$ cat src/rtl/prng_lfsr_core.sv
// prng_lfsr_core: 16-bit Galois LFSR pseudo-random word source.
//   A 16-bit seed is loaded as two bytes, low byte first. start begins
//   generation and stop ends it. Words are handed off through a
//   valid/ready handshake. The LFSR state survives a stop, so a later
//   start resumes the same sequence.
// Ports:
//   clock       rising-edge clock
//   reset       synchronous, active-high reset
//   seed_data   seed byte (low byte first)
//   seed_valid  seed_data valid this cycle
//   seed_ready  block accepts a seed byte (IDLE / SEED_HI)
//   start       begin generating (honoured in IDLE only)
//   stop        halt generating (honoured in RUN only)
//   rand_out    current LFSR word
//   rand_valid  rand_out valid (RUN only)
//   rand_ready  consumer takes rand_out this cycle
//   count       words accepted since the last seed load (wraps)
//   busy        FSM is in RUN
module prng_lfsr_core #(
  parameter logic [15:0] TAPS = 16'hB400
) (
  input  logic        clock,
  input  logic        reset,
  input  logic [7:0]  seed_data,
  input  logic        seed_valid,
  output logic        seed_ready,
  input  logic        start,
  input  logic        stop,
  output logic [15:0] rand_out,
  output logic        rand_valid,
  input  logic        rand_ready,
  output logic [15:0] count,
  output logic        busy
);

  typedef enum logic [1:0] {IDLE, SEED_HI, RUN} state_t;

  state_t      state_q, state_d;
  logic [15:0] lfsr_q, lfsr_d;
  logic [7:0]  lo_q, lo_d;
  logic [15:0] count_q, count_d;
  logic [15:0] seed_w;
  logic [15:0] step_w;

  assign seed_w = {seed_data, lo_q};
  // Galois step: shift right, fold the taps back in when bit 0 falls out.
  assign step_w = lfsr_q[0] ? ((lfsr_q >> 1) ^ TAPS) : (lfsr_q >> 1);

  always_ff @(posedge clock) begin
    if (reset) begin
      state_q <= IDLE;
      lfsr_q  <= 16'h0001;
      lo_q    <= 8'h00;
      count_q <= 16'h0000;
    end else begin
      state_q <= state_d;
      lfsr_q  <= lfsr_d;
      lo_q    <= lo_d;
      count_q <= count_d;
    end
  end

  always_comb begin
    state_d = state_q;
    lfsr_d  = lfsr_q;
    lo_d    = lo_q;
    count_d = count_q;
    case (state_q)
      IDLE: begin
        // A seed byte wins over a simultaneous start.
        if (seed_valid) begin
          lo_d    = seed_data;
          state_d = SEED_HI;
        end else if (start) begin
          state_d = RUN;
        end
      end
      SEED_HI: begin
        if (seed_valid) begin
          // An all-zero seed would lock the LFSR, so substitute 1.
          lfsr_d  = (seed_w == 16'h0000) ? 16'h0001 : seed_w;
          count_d = 16'h0000;
          state_d = IDLE;
        end
      end
      RUN: begin
        // The handshake completes even when stop arrives in the same cycle.
        if (rand_ready) begin
          lfsr_d  = step_w;
          count_d = count_q + 16'd1;
        end
        if (stop) state_d = IDLE;
      end
      default: state_d = IDLE;
    endcase
  end

  assign seed_ready = (state_q != RUN);
  assign rand_valid = (state_q == RUN);
  assign busy       = (state_q == RUN);
  assign rand_out   = lfsr_q;
  assign count      = count_q;

endmodule

$ cat config.mk
export PLATFORM = sky130hd
export DESIGN_NAME = prng_lfsr_core
export DESIGN_NICKNAME = d
export VERILOG_FILES = /design/src/rtl/prng_lfsr_core.sv
export SDC_FILE = /design/constraint.sdc
export NUM_CORES = 1
export LEC_CHECK = 0
export ABC_AREA = 0
export CAP_MARGIN = 25
export CORE_MARGIN = 5
export CORE_UTILIZATION = 40
export CTS_CLUSTER_SIZE = 40
export DETAILED_ROUTE_END_ITERATION = 8
export PLACE_DENSITY = 0.78
export SYNTH_ARGS = -nofsm -noshare
export SYNTH_HDL_FRONTEND = slang
export SYNTH_SLANG_ARGS = --single-unit
export TNS_END_PERCENT = 30
$ cat constraint.sdc
create_clock -name clock -period 2.6 [get_ports clock]
set_input_delay 0.39 -clock clock [delete_from_list [all_inputs] [get_ports clock]]
set_output_delay 0.39 -clock clock [all_outputs]
set_load 0.01 [all_outputs]
==> results.md <==
- HP Class: reg -> reg
- Antenna Nets Post-Route: 0
- PD cells: 533 mW/mm²
- Worst R2R Path Depth: 4
- Flops & latches, synth: 42
- CP required: 2.21 ns
- GR Overflow Total: 0
- Clock power share: 0.300
- Initial antenna violation count: 0
- Sequential Power Share: 0.533
- # Post-CTS Setup Buffers: 0
- Combinational share of power: 0.167
- Slew of the pin with the lowest slew margin: roughly 0.53 ns
- Footprint of the multi-input gates: 1000 µm²
- CP startpoint: state_q[1]
- Mean Syn Cell Area: approximately 9 µm²
- Root buffer cell: clkbuf_8
- CTS tree: yes
- Post-synthesis sequential area ratio: 0.441
- Post-layout nets: 274
- Initial Util: 0.409
- Vias/cell: 5.52
- Rel. slew slack: 0.645
- Worst setup EP type: output port
- Cell chain of the critical path: nand2b_1 > inv_1 > clkdlybuf4s50_1
- Depth of the CTS H-tree: 2
- Yosys top cell by area: dfxtp_1
- Max Used Layer: met4
- Pint: about 0.97 mW
- Layout Skew: ~0.005 ns
- Clk slew on worst S/H paths: 0.08 ns
- Row count: 25
- Post-Synthesis Cells: 212
- DIE HEIGHT: about 79 µm
- Commonest non-fill, non-tap cell in the layout: clkdlybuf4s50_1
- CP Launch Type: flop
- Sw Pwr: 0.359 mW
- WP depth: 3
- Leakage power: 0.837 nW
- Pin count of the biggest net entering global routing: 29
- Post-cts resize count: 0
- Synthesized area: 0.00191 mm²
- Status: complete, no violations
- Number of diodes: 0
- Yosys top cell area share: 0.441
- Final setup viols: 0
- IO Pins: a little under 50
- R2R Setup Slk: just over 0.9 ns
- Max_cap viols: 0
- Hold-fix buffers, CTS: 0
- Endpoints failing hold: 0
- WP data arrival: 1.71 ns
- Core area: 0.00466 mm²
- GR Util All Layers: 0.153
- Minimum clock period: 2.10 ns
- Worst Path Buf+Inv: 2
- DRT Pass-1 Iters: 4
- Post-Route WL: 4.53 mm
- Setup CP Type: reg -> out
- Reg2Reg Capture Point: count[5]
- Post-DP HPWL: 3.28 mm
- Vias in the first global route: between 1,500 and 2,000
- Total CTS buffers: 5
- Mapped Nets: 227
- Slew Viols, Final: 0
- Metal2 WL: 1.98 mm
- Setup TNS: 0 ns
- Net Sw Frac: 0.269
- Core Util, Final: 0.537
- Achievable clock frequency: 475 MHz
- Reg2reg start: state_q[1]
- Sequential cell area: 841 µm²
- Crit path to: rand_valid
- Port Buffers: 48
- Worst-path maximum fanout: 9
- Worst path top cell family by delay: buffers and inverters
- Die X: 79.0 µm
- WL per Instance: 14.5 µm
- FILL cells: 436
- Clock Latency Late Sink: 0.30 ns
- Most frequent cells in the layout: clkdlybuf4s50_1, dfxtp_1, nor2_1
- Clk sink count: 42
- Area Overhead vs Synth: 31.5%
- Clk buf depth: 2
- Worst-case vdd ir drop: about 0.30 mV
- Drt drc: 0
- Initial DRC Count: 44
- Vias: 1,728
- First-pass GRT wire length: roughly 7.6 mm
- RSZ-0062 raised after global routing: false
- Wire length on met3: 360 µm
- Area contributors post-synth: dfxtp_1, mux2i_1, nor2_1
- Synth cell types: 34
- Ys Warns: 0
- Met1 wire length: around 2.1 mm
- Worst stage delay on the critical path: 0.58 ns
- Share of cells above drive strength 1: 0.0579
- Crit-path slowest cell: clkdlybuf4s50_1
- Crit share post-route: 0.809
- GPL Wtd Cong: 0.792
- Die area: 0.00624 mm²
## power groups by stage
stage | Sequential (mW) | Combinational (mW) | Clock (mW)
global placement | 0.725 | 0.222 | 0
detailed placement | 0.726 | 0.224 | 0
finish | 0.711 | 0.223 | 0.400
floorplan | 0.726 | 0.123 | 0
CTS | 0.711 | 0.225 | 0.417
global route | 0.718 | 0.247 | 0.440
## synth_stat cells, drive strengths merged
| library cell | n |
|---|---|
| o211ai | 4 |
| nor3 | 2 |
| nor2b | 1 |
| nand4 | 3 |
| and3b | 2 |
| o21ai | 11 |
| nand2 | 12 |
| a21oi | 19 |
| clkbuf | 5 |
| nand3 | 6 |
| dfxtp | 42 |
| o2111ai | 1 |
| buf | 7 |
| or4 | 1 |
| o31ai | 1 |
| o2bb2ai | 1 |
| ha | 1 |
| inv | 2 |
| or3 | 9 |
| nor3b | 1 |
| and4 | 4 |
| nor2 | 29 |
| nor4 | 4 |
| mux2i | 20 |
| xor2 | 1 |
| nand3b | 2 |
| nand2b | 2 |
| xnor2 | 7 |
| a211oi | 12 |
## worst reg2reg max path: stages (launching register included)
cell	delay, ns
dfxtp_1	0.46
and3b_1	0.34
nor2_2	0.13
or4_1	0.51
a21oi_1	0.16
## final cells by class
type	count	area share
sequential	42	0.336
clock buffer	5	0.0275
clock inverter	2	0.00400
inverter	2	0.00300
multi-input combinational	156	0.399
tap	54	0.0270
timing repair buffer	52	0.204
## metal layers
layer  GRT usage  up-vias
met5           0        -
li1            -      863
met3      0.0624        7
met2       0.224       52
met4      0.0430        0
met1       0.208      806
## through the flow
stage	setup WS [ns]	power (mW)	cells	hold WS, ns	instance area [µm²]
5_1_grt	0.377	1.40	313	0.519	2500
3_3_place_gp	0.559	0.947	306	0.466	2430
2_1_floorplan	1.08	0.849	212	0.483	1910
4_1_cts	0.491	1.35	313	0.491	2500
3_5_place_dp	0.512	0.949	306	0.480	2430
6_report	0.497	1.33	313	0.490	2500
## worst min path at each step
stage / from / endpoint / slack, ns / cells past startpoint
final: rand_out[12] / rand_out[12] / 0.49 / 2
after detailed placement: count[15] / count[15] / 0.48 / 2
after CTS: count[15] / count[15] / 0.49 / 2
after global routing: rand_out[10] / rand_out[10] / 0.52 / 2
after floorplan: lo_q[4] / lo_q[4] / 0.48 / 2
after global placement: count[15] / count[15] / 0.47 / 2
## cells by family after synthesis
family          share of synthesized area
fa+ha+maj                         0.00656
mux                                 0.105
buf+inv                            0.0341
xor+xnor                           0.0368
simple gates                        0.209
compound gates                      0.167
flops                               0.441
## sequential cells by signal, indices dropped and copies added (netlist names)
name and count:
lo_q 8, rand_out 16, count 16, state_q 2
Note: power is estimated with default switching activity, not from simulation.
